--- src/rtl/pipe_stage_reg.sv ---
// ---------------------------------------------------------------------------
// pipe_stage_reg
//
// Inter-stage register for the pipelined MIPS core. One instance sits on each
// stage boundary (F/D, D/E, E/M, M/W) and carries the instruction, its PC,
// a valid bit, a merged exception code and the branch-delay flag. The stage
// can be held (stall), squashed to a bubble (flush) or redirected to the
// exception handler (exc_flush). Two saturating counters record how many
// cycles the stage was stalled and how many bubbles it inserted.
//
// Ports:
//   clk        in   1        rising-edge clock
//   reset      in   1        synchronous, active-low reset
//   stall      in   1        hold all stage state this cycle
//   flush      in   1        load a bubble
//   exc_flush  in   1        exception/eret flush, highest non-reset priority
//   valid_in   in   1        upstream slot holds a real instruction
//   instr_in   in   INSTR_W  upstream instruction
//   pc_in      in   PC_W     upstream PC
//   bd_in      in   1        upstream instruction is in a branch delay slot
//   exc_in     in   EXC_W    exception code from upstream (0 = none)
//   exc_local  in   EXC_W    exception detected at this boundary
//   cnt_clr    in   1        synchronous clear of both counters
//   valid_out  out  1        registered valid
//   instr_out  out  INSTR_W  registered instruction
//   pc_out     out  PC_W     registered PC
//   bd_out     out  1        registered branch-delay flag
//   exc_out    out  EXC_W    registered merged exception code
//   stall_cnt  out  CNT_W    cycles spent stalled (saturating)
//   bubble_cnt out  CNT_W    bubbles inserted (saturating)
// ---------------------------------------------------------------------------
module pipe_stage_reg #(
  parameter int              INSTR_W    = 32,
  parameter int              PC_W       = 32,
  parameter int              EXC_W      = 5,
  parameter int              CNT_W      = 16,
  parameter logic [PC_W-1:0] RESET_PC   = 32'h0000_3000,
  parameter logic [PC_W-1:0] HANDLER_PC = 32'h0000_4180
) (
  input  logic               clk,
  input  logic               reset,
  input  logic               stall,
  input  logic               flush,
  input  logic               exc_flush,
  input  logic               valid_in,
  input  logic [INSTR_W-1:0] instr_in,
  input  logic [PC_W-1:0]    pc_in,
  input  logic               bd_in,
  input  logic [EXC_W-1:0]   exc_in,
  input  logic [EXC_W-1:0]   exc_local,
  input  logic               cnt_clr,
  output logic               valid_out,
  output logic [INSTR_W-1:0] instr_out,
  output logic [PC_W-1:0]    pc_out,
  output logic               bd_out,
  output logic [EXC_W-1:0]   exc_out,
  output logic [CNT_W-1:0]   stall_cnt,
  output logic [CNT_W-1:0]   bubble_cnt
);

  logic               r_valid;
  logic [INSTR_W-1:0] r_instr;
  logic [PC_W-1:0]    r_pc;
  logic               r_bd;
  logic [EXC_W-1:0]   r_exc;
  logic [CNT_W-1:0]   r_stallCnt;
  logic [CNT_W-1:0]   r_bubbleCnt;

  logic               w_stallEvent;
  logic               w_bubbleEvent;
  logic [EXC_W-1:0]   w_excMerged;
  logic [INSTR_W-1:0] w_instrLoad;

  // Events that feed the performance counters. An exception flush swallows
  // both, and a stall masks a concurrent flush so no bubble is counted.
  always_comb begin
    w_stallEvent  = 1'b0;
    w_bubbleEvent = 1'b0;
    if (!exc_flush) begin
      w_stallEvent  = stall;
      w_bubbleEvent = flush && !stall;
    end
  end

  // An empty slot carries neither an instruction nor an exception; for a
  // real instruction the older (upstream) exception takes precedence over
  // one raised at this boundary.
  always_comb begin
    w_excMerged = '0;
    w_instrLoad = '0;
    if (valid_in) begin
      w_instrLoad = instr_in;
      w_excMerged = (exc_in != '0) ? exc_in : exc_local;
    end
  end

  // Stage payload. Priority: reset, exception flush, stall (hold), bubble
  // flush, normal load. A bubble keeps pc/bd so CP0 still sees the correct
  // architectural PC and delay-slot flag for the squashed slot.
  always_ff @(posedge clk) begin
    if (!reset) begin
      r_valid <= 1'b0;
      r_instr <= '0;
      r_pc    <= RESET_PC;
      r_bd    <= 1'b0;
      r_exc   <= '0;
    end else if (exc_flush) begin
      r_valid <= 1'b0;
      r_instr <= '0;
      r_pc    <= HANDLER_PC;
      r_bd    <= 1'b0;
      r_exc   <= '0;
    end else if (stall) begin
      r_valid <= r_valid;
      r_instr <= r_instr;
      r_pc    <= r_pc;
      r_bd    <= r_bd;
      r_exc   <= r_exc;
    end else if (flush) begin
      r_valid <= 1'b0;
      r_instr <= '0;
      r_pc    <= pc_in;
      r_bd    <= bd_in;
      r_exc   <= '0;
    end else begin
      r_valid <= valid_in;
      r_instr <= w_instrLoad;
      r_pc    <= pc_in;
      r_bd    <= bd_in;
      r_exc   <= w_excMerged;
    end
  end

  // Saturating performance counters. A clear beats a same-cycle increment,
  // and a counter that reached all-ones simply stays there.
  always_ff @(posedge clk) begin
    if (!reset) begin
      r_stallCnt  <= '0;
      r_bubbleCnt <= '0;
    end else if (cnt_clr) begin
      r_stallCnt  <= '0;
      r_bubbleCnt <= '0;
    end else begin
      if (w_stallEvent && (r_stallCnt != '1)) begin
        r_stallCnt <= r_stallCnt + 1'b1;
      end
      if (w_bubbleEvent && (r_bubbleCnt != '1)) begin
        r_bubbleCnt <= r_bubbleCnt + 1'b1;
      end
    end
  end

  assign valid_out  = r_valid;
  assign instr_out  = r_instr;
  assign pc_out     = r_pc;
  assign bd_out     = r_bd;
  assign exc_out    = r_exc;
  assign stall_cnt  = r_stallCnt;
  assign bubble_cnt = r_bubbleCnt;

endmodule

--- config.mk ---
export PLATFORM = sky130hd
export DESIGN_NAME = pipe_stage_reg
export DESIGN_NICKNAME = d
export VERILOG_FILES = /design/src/rtl/pipe_stage_reg.sv
export SDC_FILE = /design/constraint.sdc
export NUM_CORES = 1
export LEC_CHECK = 0
export CAP_MARGIN = 20
export CORE_ASPECT_RATIO = 2
export CORE_UTILIZATION = 45
export CTS_BUF_LIST = sky130_fd_sc_hd__clkbuf_4 sky130_fd_sc_hd__clkbuf_8 sky130_fd_sc_hd__clkbuf_16
export DETAILED_ROUTE_END_ITERATION = 10
export DONT_BUFFER_PORTS = 1
export GPL_ROUTABILITY_DRIVEN = 0
export HOLD_SLACK_MARGIN = 0.1
export PLACE_DENSITY = 0.59
export SYNTH_ARGS = -nofsm -noshare
export SYNTH_HDL_FRONTEND = slang
export SYNTH_SLANG_ARGS = --single-unit
export TNS_END_PERCENT = 50
--- constraint.sdc ---
create_clock -name clk -period 2.55 [get_ports clk]
set_clock_uncertainty 0.2 [all_clocks]
set_input_delay 0.765 -clock clk [delete_from_list [all_inputs] [get_ports clk]]
set_output_delay 0.765 -clock clk [all_outputs]
set_load 0.02 [all_outputs]
---- Yosys cells after proc, flatten, opt, wreduce, memory -nomap -nowiden ----
Cells that the tools add are included.
cells by class
  add/subtract/negate cells ............... 2
  $mul .................................... 0
  div/mod/pow operators ................... 0
  $lt $le $gt $ge ......................... 0
  equality and inequality tests ........... 3
  shifts and indexed selects .............. 0
  muxes and demuxes ....................... 10
  bitwise operators ....................... 1
  reductions and logical operators ........ 7
operators by type and width
  cell                                            number
  2-to-1 mux 32 bit                               2
  adder 16 x 1 -> 16 bit (second input constant)  2
  != test 16 bit (second input constant)          2
  2-to-1 mux 15 bit                               2
  2-to-1 mux 5 bit                                3
  nonzero test 5 bit                              1
  OR reduction 2 bit                              2
  logical AND 1 bit                               3
  2-to-1 mux 1 bit                                3
  != test 2 x 1 -> 1 bit (second input constant)  1
  zero test 1 bit                                 1
  NOT 1 bit                                       1
word-level totals
  bits in registers ....................... 103
  bits in latches ......................... 0
  RAM bits ................................ 0
  ROM bits ................................ 0
  bits of input ports ..................... 82
  output and inout bits ................... 103
  word-level logic and storage cells ...... 31
  memories kept ........................... 0

---- Depth between registers and ports, before layout ----
Gate-level depths: netlist of run 1.
  depth after elaboration ................. 4
  gate-level depth with buffers ........... 6
  mapped depth without buffers ............ 5

---- Least setup slack after synthesis of run 1 ----
OpenSTA, ideal clock, no wires.
  path type ............................... input-to-reg
  start ................................... input exc_flush
  end ..................................... register r_bubbleCnt[15] (netlist: bubble_cnt[15])
  setup time .............................. 0.070 ns
  arrival ................................. 1.976 ns
  required time ........................... 2.280 ns
  path slack .............................. 0.303 ns
  cell stages on the path ................. 5
  buffers on the path ..................... 1
  cell sequence ........................... buf_2 > and4bb_2 > nand4_1 > or4_1 > a21oi_1
between the ends
  word-level cells in the longest chain between the ends .. 2
ends and longest elaborated chain
  element               RTL line  source
  start, declared       44        input logic exc_flush,
  2-to-1 mux 1 bit      79        if (!exc_flush) begin
  logical AND 1 bit     147       if (w_bubbleEvent && (r_bubbleCnt != '1)) begin
  end signal, assigned  148       r_bubbleCnt <= r_bubbleCnt + 1'b1;
  end, declared         67        logic [CNT_W-1:0] r_bubbleCnt;
No other way between the ends.
A chain may end at the register's enable or synchronous reset.

---- Final worst setup path of run 1 ----
  start ................................... register r_bubbleCnt[11] (netlist: bubble_cnt[11])
  end ..................................... register r_bubbleCnt[5] (netlist: bubble_cnt[5])
between the ends
  word-level cells in the longest chain between the ends .. 2
ends and longest elaborated chain
  element            RTL line
  != test 16 bit     147
  logical AND 1 bit  147
No other way between the ends.

==> qor.txt, run 1 <==
=====================================================================================================
Outcome ................................................................................    completed
Library cell occupying the most area in the post-synthesis netlist ..................... sky130_fd_sc_hd__dfxtp_1
Final wirelength .......................................................................      9890 µm
Area of the mapped netlist .............................................................     4140 µm²
CTS tree ...............................................................................          yes
Pre-Repair DR Iteration Count ..........................................................            4
Power Total ............................................................................      3.12 mW
Clock transition at path regs ..........................................................      0.07 ns
Critical path arrival ..................................................................      2.18 ns
Main flop type after synthesis ......................................................... sky130_fd_sc_hd__dfxtp_1
Count of buffering cells on the critical path with inverters included ..................            1
Net switching share of the total power .................................................        22.9%
Class of the tightest hold or removal check ............................................    in -> reg
Async set or reset register ratio after synthesis ......................................           0%
Area fraction in and, or, nand and nor cells after synthesis ...........................        20.5%
Post-synthesis share of cell area spent on full adders, half adders and majority gates .       0.605%
Number of flops mapped to enable cells by yosys ........................................            0
Peak per-stage delay on the critical path ..............................................      0.56 ns
Biggest fanout along the worst timing path .............................................           12
Critical path startpoint category ......................................................    flip-flop
Number of nets produced by synthesis ...................................................          521
Maximum clock rate .....................................................................      462 MHz
Xor and xnor area share after synthesis ................................................       0.423%
Synth top area cells ................................................................... sky130_fd_sc_hd__dfxtp_1 50%, sky130_fd_sc_hd__mux2i_1 7.5%, sky130_fd_sc_hd__nor2_1 6.3%, sky130_fd_sc_hd__a22oi_1 5.8%, sky130_fd_sc_hd__a21oi_1 3.1%
Pin count of the biggest net entering global routing ...................................           78
Clock latency at the later pin of the worst-skew pair ..................................      0.34 ns
Quantity of hold-fixing buffers added after cts ........................................            0
Max-capacitance violation count ........................................................            0
Vertical die dimension .................................................................       138 µm
Overall routing resource usage .........................................................        19.7%
Max H-tree Level .......................................................................            3
Cell at the root of the clock tree ..................................................... sky130_fd_sc_hd__clkbuf_16
Least setup slack across all paths after layout ........................................     0.384 ns
Final hold violations ..................................................................            0
Via count of the routed design .........................................................         3282
Number of nets at the end of the flow ..................................................          526
Area share of the largest cell type after synthesis ....................................        49.8%
Met2 global-route usage ................................................................        36.3%
Final Max Slew Viols ...................................................................            0
Total grt overflow .....................................................................            0
Compound-gate portion of the synthesized area ..........................................        17.3%
Sequence of cells on the critical path ................................................. nand4_1 -> nor4_4 -> buf_4 -> or3_1 -> a21oi_1
Int Pwr ................................................................................      2.41 mW
Worst Setup End Kind ...................................................................    flip-flop
Final HPWL from detailed placement .....................................................      7300 µm
Number of remaining DRC errors .........................................................            0
Total net switching power ..............................................................       715 µW
Count of state elements after synthesis ................................................          103
Cell Pwr Density .......................................................................   674 nW/µm²
Number of antenna violations at the first check in global routing ......................            0
Post-synthesis mux area share ..........................................................        8.31%
Number of rows in the core area ........................................................           49
Sequential fraction of the synthesis area ..............................................        49.8%
Max transition margin ..................................................................        52.7%
Resized cells post-CTS .................................................................            0
Worst path required time ...............................................................      2.57 ns
Measured slew at the worst slew-check pin ..............................................     0.704 ns
Distinct cell type count of the synthesized netlist ....................................           46
Detailed Route Iter0 Violations ........................................................          144
Worst supply voltage drop on vdd .......................................................     0.383 mV
Leakage component of the power .........................................................      1.64 nW
Cell with the most instances after synthesis ........................................... sky130_fd_sc_hd__dfxtp_1
Cell type of the slowest stage on the worst timing path ................................ sky130_fd_sc_hd__dfxtp_1
Reg power frac .........................................................................        54.2%
Initial core utilization ...............................................................        46.2%
Number of cells produced by synthesis ..................................................          437
N_diodes ...............................................................................            0
Post-Place Worst Slack .................................................................     0.248 ns
Post-detailed-route via-to-cell ratio ..................................................         5.98
Number of buffers added by the clock tree synthesis step ...............................            9
Top cells by count, synth .............................................................. 103 x sky130_fd_sc_hd__dfxtp_1, 69 x sky130_fd_sc_hd__nor2_1, 32 x sky130_fd_sc_hd__a22oi_1
Total number of clock tree sinks .......................................................          103
Setup_tns ..............................................................................         0 ns
Number of buffers on the longest clock path ............................................            2
Setup Crit Path Kind ...................................................................   reg -> reg
Post-synthesis area per instance .......................................................     9.47 µm²
Met3 routing resource usage after global routing .......................................        4.83%
Warning count from the yosys run .......................................................            0
Number of buffers added for setup after CTS ............................................            0
Die width ..............................................................................      69.8 µm
Remaining antenna violation count ......................................................            0
Clk network pwr share ..................................................................        41.9%
Layer with the highest usage after global routing ......................................         met2
Period minus WS final ..................................................................      2.17 ns
Routed wire per std cell ...............................................................      18.0 µm
Unrepaired setup endpoints after global routing ........................................        false
Core footprint .........................................................................     8950 µm²
Global-route wire length before repair .................................................     15000 µm
Area growth syn-to-layout ..............................................................        11.9%
Number of top-level pins ...............................................................          185
IO buf count ...........................................................................            0
Die ar. ................................................................................     9610 µm²
Period Utilization, post-route .........................................................        84.9%
Layout cells sized above 1 .............................................................        11.4%
Largest family of logic cells by synthesized area ...................................... simple AND/OR/NAND/NOR gates
Global routing met1 resource utilization ...............................................        21.3%
Vias in the first global route .........................................................         2935
Number of setup violations in the final report .........................................            0
Part of the power in combinational logic ...............................................         3.9%
Top Family by Delay on Critical Path ................................................... simple AND/OR/NAND/NOR gates
=====================================================================================================
-- state kept, by name (all words and copies together), names as in the netlist --
| register | cells |
|---|---|
| instr_out | 32 |
| pc_out | 32 |
| bubble_cnt | 16 |
| stall_cnt | 16 |
| exc_out | 5 |
| bd_out | 1 |
| valid_out | 1 |
-- layout by cell type, fill, tap and decap left out, types with 3 or more instances in the layout --
master                      instances
sky130_fd_sc_hd__a22oi_1           32
sky130_fd_sc_hd__a31oi_1            4
sky130_fd_sc_hd__o311ai_1           4
sky130_fd_sc_hd__nor2_1            69
sky130_fd_sc_hd__nor3b_1            6
sky130_fd_sc_hd__or4_1             12
sky130_fd_sc_hd__o21ai_1            5
sky130_fd_sc_hd__mux2_2             3
sky130_fd_sc_hd__clkbuf_16          9
sky130_fd_sc_hd__nand2_1           18
sky130_fd_sc_hd__o41ai_1            3
sky130_fd_sc_hd__buf_4             19
sky130_fd_sc_hd__and4_1             3
sky130_fd_sc_hd__nand3_1            6
sky130_fd_sc_hd__inv_1              3
sky130_fd_sc_hd__dfxtp_1          103
sky130_fd_sc_hd__o21a_1             3
sky130_fd_sc_hd__or3_1             12
sky130_fd_sc_hd__o21ai_0           15
sky130_fd_sc_hd__o31ai_1            9
sky130_fd_sc_hd__a21oi_1           26
sky130_fd_sc_hd__mux2i_1           31
sky130_fd_sc_hd__nand4_1           10
-- layer usage --
layer	routed length (µm)	up-vias
met5	0	-
met1	3690	1517
li1	-	1620
met3	676	11
met4	125	0
met2	5400	134
-- layout make-up --
cell class / count / area (µm²)
fillers: 841 / 4320
flip-flops and latches: 103 / 2060
multi-input cells: 304 / 1960
clock buffers: 11 / 246
repair buffers: 21 / 183
well taps: 102 / 128
clock inverters: 5 / 41.3
inverters: 3 / 11.3
-- path summary, 6_finish.rpt --
path	depth (start not counted)	from	end	slack (ns)
max	5	bubble_cnt[11]	bubble_cnt[5]	0.38
min	1	reset	pc_out[12]	0.31
max reg2reg	5	bubble_cnt[11]	bubble_cnt[5]	0.38
min reg2reg	1	stall_cnt[5]	stall_cnt[5]	0.34
-- power by group through the flow --
stage               Combinational, mW  Clock, mW  Sequential, mW
global route                    0.138       1.41            1.69
CTS                             0.125       1.35            1.69
global placement                0.123          0            1.73
floorplan                       0.119          0            1.72
detailed placement              0.125          0            1.73
finish                          0.123       1.31            1.69
-- metrics by stage --
| step | cell area (µm²) | hold slack (ns) | utilization, % | cells |
|---|---|---|---|---|
| global placement | 4340 | 0.333 | 48.5 | 533 |
| finish | 4630 | 0.308 | 51.7 | 549 |
| floorplan | 4140 | 0.337 | - | 437 |
| global route | 4630 | 0.297 | 51.7 | 549 |
| CTS | 4630 | 0.295 | 51.7 | 549 |
| detailed placement | 4340 | 0.333 | 48.5 | 533 |
-- cell families (layout without fill, tap and decap cells) --
logic type | count (synthesis) | in the layout
flip-flops | 103 | 103
multiplexers | 34 | 34
AO/OA/AOI/OAI | 107 | 107
adder cells (fa/ha/maj) | 2 | 2
XOR/XNOR | 2 | 2
buffers and inverters | 30 | 40
AND/OR/NAND/NOR | 159 | 159
No activity file was read; power rests on OpenSTA's default activity.
==> run 2, diff against run 1 <==
--- a/config.mk
+++ b/config.mk
@@ -13,7 +13,7 @@
 export DONT_BUFFER_PORTS = 1
 export GPL_ROUTABILITY_DRIVEN = 0
 export HOLD_SLACK_MARGIN = 0.1
-export PLACE_DENSITY = 0.59
+export PLACE_DENSITY = 0.61
 export SYNTH_ARGS = -nofsm -noshare
 export SYNTH_HDL_FRONTEND = slang
 export SYNTH_SLANG_ARGS = --single-unit
==> constraint.sdc (replaced) <==
create_clock -name clk -period 1.73 [get_ports clk]
set_clock_uncertainty 0.2 [all_clocks]
set_input_delay 0.519 -clock clk [delete_from_list [all_inputs] [get_ports clk]]
set_output_delay 0.519 -clock clk [all_outputs]
set_load 0.02 [all_outputs]
==> qor.txt, run 2 (same netlist as run 1, synthesis figures left out) <==
====================================================================================
Outcome ............................................................... finished with violations   was completed
Violated checks ....................................................... setup timing
Clock transition at path regs .........................................      0.07 ns   about the same
IO buf count ..........................................................            0   unchanged
Critical path arrival .................................................      1.79 ns   was 2.18 ns
Final HPWL from detailed placement ....................................      7810 µm   was 7300 µm
Global-route wire length before repair ................................     16700 µm   was 15000 µm
Cell type of the slowest stage on the worst timing path ............... sky130_fd_sc_hd__or3_4   was sky130_fd_sc_hd__dfxtp_1
Global routing met1 resource utilization ..............................        22.8%   was 21.3%
Max H-tree Level ......................................................            3   unchanged
Worst path required time ..............................................      1.74 ns   was 2.57 ns
Layer with the highest usage after global routing .....................         met2   unchanged
Int Pwr ...............................................................      3.51 mW   was 2.41 mW
Number of rows in the core area .......................................           49   unchanged
Total number of clock tree sinks ......................................          103   unchanged
Max transition margin .................................................        76.7%   was 52.7%
Period minus WS final .................................................      1.78 ns   was 2.17 ns
Number of setup violations in the final report ........................            6   was 0
Routed wire per std cell ..............................................      18.3 µm   was 18.0 µm
Remaining antenna violation count .....................................            0   unchanged
Setup Crit Path Kind ..................................................   reg -> reg   unchanged
Via count of the routed design ........................................         3641   was 3282
Area growth syn-to-layout .............................................        30.4%   was 11.9%
Vias in the first global route ........................................         3522   was 2935
Worst hold slack after final layout ...................................     0.120 ns   was 0.308 ns
Final instance area ...................................................     5400 µm²   was 4630 µm²
Final standard cell count with taps included and fillers excluded .....          607   was 549
Highest-count cells in the layout ignoring fill and taps .............. 76 x sky130_fd_sc_hd__dfxtp_1, 68 x sky130_fd_sc_hd__nor2_1, 60 x sky130_fd_sc_hd__buf_4   was 103 x sky130_fd_sc_hd__dfxtp_1, 69 x sky130_fd_sc_hd__nor2_1, 32 x sky130_fd_sc_hd__a22oi_1
Core footprint ........................................................     8950 µm²   unchanged
Met3 routing resource usage after global routing ......................        5.34%   was 4.83%
Number of buffers added by the clock tree synthesis step ..............            9   unchanged
Number of top-level pins ..............................................          185   unchanged
Most common library cell in the layout ignoring fill and taps ......... sky130_fd_sc_hd__dfxtp_1   unchanged
Pre-Repair DR Iteration Count .........................................            4   unchanged
Worst supply voltage drop on vdd ......................................     0.596 mV   was 0.383 mV
Total cell area at the placement stage ................................     4840 µm²   was 4340 µm²
Reg power frac ........................................................        53.1%   was 54.2%
Initial core utilization ..............................................        46.2%   unchanged
Detailed Route Iter0 Violations .......................................          151   was 144
Critical path startpoint category .....................................    flip-flop   unchanged
Maximum clock rate ....................................................      561 MHz   was 462 MHz
Clk network pwr share .................................................        42.4%   was 41.9%
Period Utilization, post-route ........................................         103%   was 84.9%
Number of antenna violations at the first check in global routing .....            0   unchanged
Peak per-stage delay on the critical path .............................      0.42 ns   was 0.56 ns
Net switching share of the total power ................................        24.6%   was 22.9%
Dpl cells .............................................................          584   was 533
Utilization after layout ..............................................        60.3%   was 51.7%
Least setup slack across all paths after layout .......................   -0.0539 ns   was 0.384 ns
Pin count of the biggest net entering global routing ..................           78   unchanged
Total net switching power .............................................      1.15 mW   was 715 µW
Class of the tightest hold or removal check ...........................    in -> reg   unchanged
Clock latency at the later pin of the worst-skew pair .................      0.34 ns   about the same
Sequence of cells on the critical path ................................ buf_4 -> nand3_2 -> or3_4 -> o311ai_1 -> o41ai_1   was nand4_1 -> nor4_4 -> buf_4 -> or3_1 -> a21oi_1
Part of the power in combinational logic ..............................         4.6%   was 3.9%
Die ar. ...............................................................     9610 µm²   unchanged
Vertical die dimension ................................................       138 µm   unchanged
Number of remaining DRC errors ........................................            0   unchanged
CTS tree ..............................................................          yes   unchanged
Layout cells sized above 1 ............................................        32.1%   was 11.4%
Cell Pwr Density ......................................................   863 nW/µm²   was 674 nW/µm²
Final hold violations .................................................            0   unchanged
N_diodes ..............................................................            0   unchanged
Leakage component of the power ........................................      2.02 nW   was 1.64 nW
Unrepaired setup endpoints after global routing .......................         true   was false
Number of nets at the end of the flow .................................          584   was 526
Biggest fanout along the worst timing path ............................            5   was 12
Die width .............................................................      69.8 µm   unchanged
Total grt overflow ....................................................            0   unchanged
Post-detailed-route via-to-cell ratio .................................         6.00   was 5.98
Overall routing resource usage ........................................        21.9%   was 19.7%
Worst Setup End Kind ..................................................    flip-flop   unchanged
Top Family by Delay on Critical Path .................................. simple AND/OR/NAND/NOR gates   unchanged
Final wirelength ......................................................     11100 µm   was 9890 µm
Met2 global-route usage ...............................................        39.3%   was 36.3%
Flop-to-flop setup slack ..............................................     -0.05 ns   was 0.38 ns
Count of buffering cells on the critical path with inverters included .            1   unchanged
Cell at the root of the clock tree .................................... sky130_fd_sc_hd__clkbuf_16   unchanged
Measured slew at the worst slew-check pin .............................     0.344 ns   was 0.704 ns
Final Max Slew Viols ..................................................            0   unchanged
Max-capacitance violation count .......................................            0   unchanged
Number of buffers on the longest clock path ...........................            2   unchanged
====================================================================================
-- run 2: cell types whose count changed in the layout (fill, tap and decap cells not counted), sizes merged --
cell,previous run,this run
buf,21,77
clkbuf,11,9
clkinv,1,2
dlygate4sd3,0,2
inv,5,8
clkinvlp,2,0
-- run 2: path summary, 6_finish.rpt --
check          startpoint  depth (start not counted)             to
max          stall_cnt[0]                          5  stall_cnt[11]
min             pc_in[10]                          2     pc_out[10]
max reg2reg  stall_cnt[0]                          5  stall_cnt[11]
min reg2reg  stall_cnt[3]                          2   stall_cnt[3]
-- run 2: power by group through the flow --
| stage | Combinational, mW | Clock [mW] | Sequential, mW |
|---|---|---|---|
| after detailed placement | 0.202 | 0 | 2.53 |
| after global placement | 0.196 | 0 | 2.53 |
| after floorplan | 0.184 | 0 | 2.53 |
| after global routing | 0.235 | 2.10 | 2.48 |
| final | 0.213 | 1.97 | 2.47 |
| after CTS | 0.211 | 2.02 | 2.48 |
-- run 2: layer usage --
| metal | vias up | routed length [µm] |
|---|---|---|
| li1 | 1728 | - |
| met1 | 1726 | 3960 |
| met2 | 159 | 6110 |
| met3 | 28 | 673 |
| met4 | 0 | 370 |
| met5 | - | 0 |
-- run 2: area by class of cell --
class                           instances  area (µm²)
Tap cell                              102         128
Fill cell                             756        3550
Multi-Input combinational cell        304        2150
Clock buffer                            9         225
Inverter                                3        11.3
Timing Repair Buffer                   79         697
Clock inverter                          7        62.6
Sequential cell                       103        2130
-- run 2: worst reg2reg max path, delay by kind of cell, from the launching register on --
kind	cells	cell delay, ns
compound gates	2	0.47
buf+inv	1	0.12
flops	1	0.37
simple gates	2	0.49
-- run 2: through the flow --
step | power [mW] | worst slack (ns) | TNS (ns)
floorplan | 2.71 | -0.221 | -2.49
global placement | 2.73 | -0.135 | -1.86
detailed placement | 2.73 | -0.179 | -2.80
CTS | 4.71 | -0.0630 | -0.206
global route | 4.81 | -0.121 | -1.11
finish | 4.66 | -0.0539 | -0.194
-- run 2: what timing repair did --
action,CTS,global route
resized for setup,21,31
setup buffers,3,2
hold endpoints to repair,5,0
endpoints found under the setup margin,21,31
pin swaps,13,15
hold buffers,2,0
==> run 3, diff against run 2 <==
--- a/config.mk
+++ b/config.mk
@@ -13,6 +13,7 @@
 export DONT_BUFFER_PORTS = 1
 export GPL_ROUTABILITY_DRIVEN = 0
 export HOLD_SLACK_MARGIN = 0.1
+export MAX_ROUTING_LAYER = met4
 export PLACE_DENSITY = 0.61
 export SYNTH_ARGS = -nofsm -noshare
 export SYNTH_HDL_FRONTEND = slang
==> qor.txt, run 3 (same netlist as run 1, synthesis figures left out) <==
====================================================================================
Maximum clock rate ....................................................      560 MHz   was 561 MHz
Layout cells sized above 1 ............................................        32.1%   unchanged
Max transition margin .................................................        77.1%   was 76.7%
Most common library cell in the layout ignoring fill and taps ......... sky130_fd_sc_hd__dfxtp_1   unchanged
Core footprint ........................................................     8950 µm²   unchanged
Sequence of cells on the critical path ................................ buf_4 -> nand3_2 -> or3_4 -> o311ai_1 -> o41ai_1   unchanged
Violated checks ....................................................... setup timing   unchanged
Pin count of the biggest net entering global routing ..................           78   unchanged
Remaining antenna violation count .....................................            0   unchanged
Reg power frac ........................................................        53.0%   was 53.1%
Cell type of the slowest stage on the worst timing path ............... sky130_fd_sc_hd__or3_4   unchanged
Period minus WS final .................................................      1.79 ns   was 1.78 ns
Top Family by Delay on Critical Path .................................. simple AND/OR/NAND/NOR gates   unchanged
Final Max Slew Viols ..................................................            0   unchanged
Number of remaining DRC errors ........................................            0   unchanged
Measured slew at the worst slew-check pin .............................     0.339 ns   was 0.344 ns
Power Total ...........................................................      4.67 mW   was 4.66 mW
Global-route wire length before repair ................................     16700 µm   about the same
CTS tree ..............................................................          yes   unchanged
Vias in the first global route ........................................         3526   was 3522
Worst Setup End Kind ..................................................    flip-flop   unchanged
Number of buffers added by the clock tree synthesis step ..............            9   unchanged
Die ar. ...............................................................     9610 µm²   unchanged
Worst flop-to-flop path startpoint .................................... stall_cnt[0]   unchanged
Worst supply voltage drop on vdd ......................................     0.598 mV   was 0.596 mV
Number of rows in the core area .......................................           49   unchanged
Final HPWL from detailed placement ....................................      7810 µm   unchanged
Least setup slack across all paths after layout .......................   -0.0564 ns   was -0.0539 ns
Final wirelength ......................................................     11200 µm   was 11100 µm
Clk network pwr share .................................................        42.4%   about the same
Net switching share of the total power ................................        24.8%   was 24.6%
Dpl cells .............................................................          584   unchanged
Area growth syn-to-layout .............................................        30.4%   unchanged
Max H-tree Level ......................................................            3   unchanged
Critical path startpoint category .....................................    flip-flop   unchanged
Die width .............................................................      69.8 µm   unchanged
Worst hold stages .....................................................            2   unchanged
Total net switching power .............................................      1.16 mW   was 1.15 mW
Class of the tightest hold or removal check ...........................    in -> reg   unchanged
Cell Pwr Density ......................................................   865 nW/µm²   was 863 nW/µm²
Flop-to-flop setup slack ..............................................     -0.06 ns   was -0.05 ns
Number of antenna violations at the first check in global routing .....            0   unchanged
Leakage component of the power ........................................      2.02 nW   unchanged
Final standard cell count with taps included and fillers excluded .....          607   unchanged
Period Utilization, post-route ........................................         103%   about the same
Outcome ............................................................... finished with violations   unchanged
Routed wire per std cell ..............................................      18.4 µm   was 18.3 µm
Number of nets at the end of the flow .................................          584   unchanged
Number of buffers on the longest clock path ...........................            2   unchanged
Int Pwr ...............................................................      3.51 mW   about the same
Count of buffering cells on the critical path with inverters included .            1   unchanged
Number of setup violations in the final report ........................            6   unchanged
Post-detailed-route via-to-cell ratio .................................         5.98   was 6.00
Number of top-level pins ..............................................          185   unchanged
Setup_tns .............................................................    -0.208 ns   was -0.194 ns
Detailed Route Iter0 Violations .......................................          173   was 151
Setup Crit Path Kind ..................................................   reg -> reg   unchanged
Part of the power in combinational logic ..............................         4.6%   about the same
Highest-count cells in the layout ignoring fill and taps .............. 76 x sky130_fd_sc_hd__dfxtp_1, 68 x sky130_fd_sc_hd__nor2_1, 60 x sky130_fd_sc_hd__buf_4   unchanged
Startpoint of the worst hold path .....................................    pc_in[10]   unchanged
Max-capacitance violation count .......................................            0   unchanged
Worst path required time ..............................................      1.74 ns   about the same
Total grt overflow ....................................................            0   unchanged
Hold Path Sink ........................................................   pc_out[10]   unchanged
Vertical die dimension ................................................       138 µm   unchanged
Worst R2R End ......................................................... stall_cnt[11]   unchanged
Biggest fanout along the worst timing path ............................            5   unchanged
Via count of the routed design ........................................         3628   was 3641
Pre-Repair DR Iteration Count .........................................            4   unchanged
Overall routing resource usage ........................................        22.6%   was 21.9%
Unrepaired setup endpoints after global routing .......................         true   unchanged
Initial core utilization ..............................................        46.2%   unchanged
Clock transition at path regs .........................................      0.07 ns   about the same
IO buf count ..........................................................            0   unchanged
Cell at the root of the clock tree .................................... sky130_fd_sc_hd__clkbuf_16   unchanged
Critical path arrival .................................................      1.80 ns   was 1.79 ns
Peak per-stage delay on the critical path .............................      0.43 ns   was 0.42 ns
N_diodes ..............................................................            0   unchanged
Worst Reg2Reg Path Length in Cells ....................................            5   unchanged
Clock latency at the later pin of the worst-skew pair .................      0.35 ns   was 0.34 ns
Total number of clock tree sinks ......................................          103   unchanged
Final hold violations .................................................            0   unchanged
====================================================================================
## run 3: cell counts in the layout (fill, tap and decap cells not counted)
No cell type changed its count.
## run 3: area by class of cell
class / instances / area (µm²)
sequential: 103 / 2130
tap: 102 / 128
clock inverter: 7 / 62.6
timing repair buffer: 79 / 697
clock buffer: 9 / 225
multi-input combinational: 304 / 2150
inverter: 3 / 11.3
fill: 756 / 3550
## run 3: power groups by stage
| stage | combinational, mW | sequential [mW] | clock [mW] |
|---|---|---|---|
| 6_report | 0.214 | 2.47 | 1.98 |
| 4_1_cts | 0.211 | 2.48 | 2.02 |
| 5_1_grt | 0.235 | 2.48 | 2.10 |
| 3_3_place_gp | 0.196 | 2.53 | 0 |
| 2_1_floorplan | 0.184 | 2.53 | 0 |
| 3_5_place_dp | 0.202 | 2.53 | 0 |
## run 3: how the worst max path moves through the flow
stage / cells past startpoint / endpoint / startpoint / slack (ns)
2_1_floorplan: 5 / stall_cnt[13] / exc_flush / -0.22
3_3_place_gp: 5 / stall_cnt[14] / stall_cnt[0] / -0.13
3_5_place_dp: 4 / stall_cnt[15] / exc_flush / -0.18
4_1_cts: 5 / bubble_cnt[8] / bubble_cnt[0] / -0.06
5_1_grt: 5 / stall_cnt[11] / stall_cnt[0] / -0.11
6_report: 5 / stall_cnt[11] / stall_cnt[0] / -0.06
## run 3: timing repair
item	in CTS	in global routing
hold buffers	2	0
endpoints found under the setup margin	21	31
pin swaps	13	15
resized for setup	21	31
buffers inserted	3	2
endpoints found under the hold margin	5	0
gates cloned	0	0
## run 3: through the flow
stage	hold slack (ns)	util, %	setup WS (ns)	area, µm²
3_3_place_gp	0.345	54.1	-0.135	4840
2_1_floorplan	0.312	-	-0.221	4260
3_5_place_dp	0.353	54.1	-0.179	4840
5_1_grt	0.111	60.3	-0.113	5400
6_report	0.117	60.3	-0.0564	5400
4_1_cts	0.106	58.7	-0.0630	5260
## run 3: worst register-to-register path: cells and delay by family (launching register included)
family / cells / cell delay, ns
AND/OR/NAND/NOR: 2 / 0.50
flip-flops: 1 / 0.37
AO/OA/AOI/OAI: 2 / 0.47
buffers and inverters: 1 / 0.12
## run 3: routing by layer
layer | global-route usage, % | share of wire (%) | vias up
li1 | - | - | 1729
met1 | 23.2 | 35 | 1703
met2 | 39.4 | 55 | 168
met3 | 4.75 | 6.5 | 28
met4 | 13.2 | 3.3 | 0
met5 | - | 0 | -
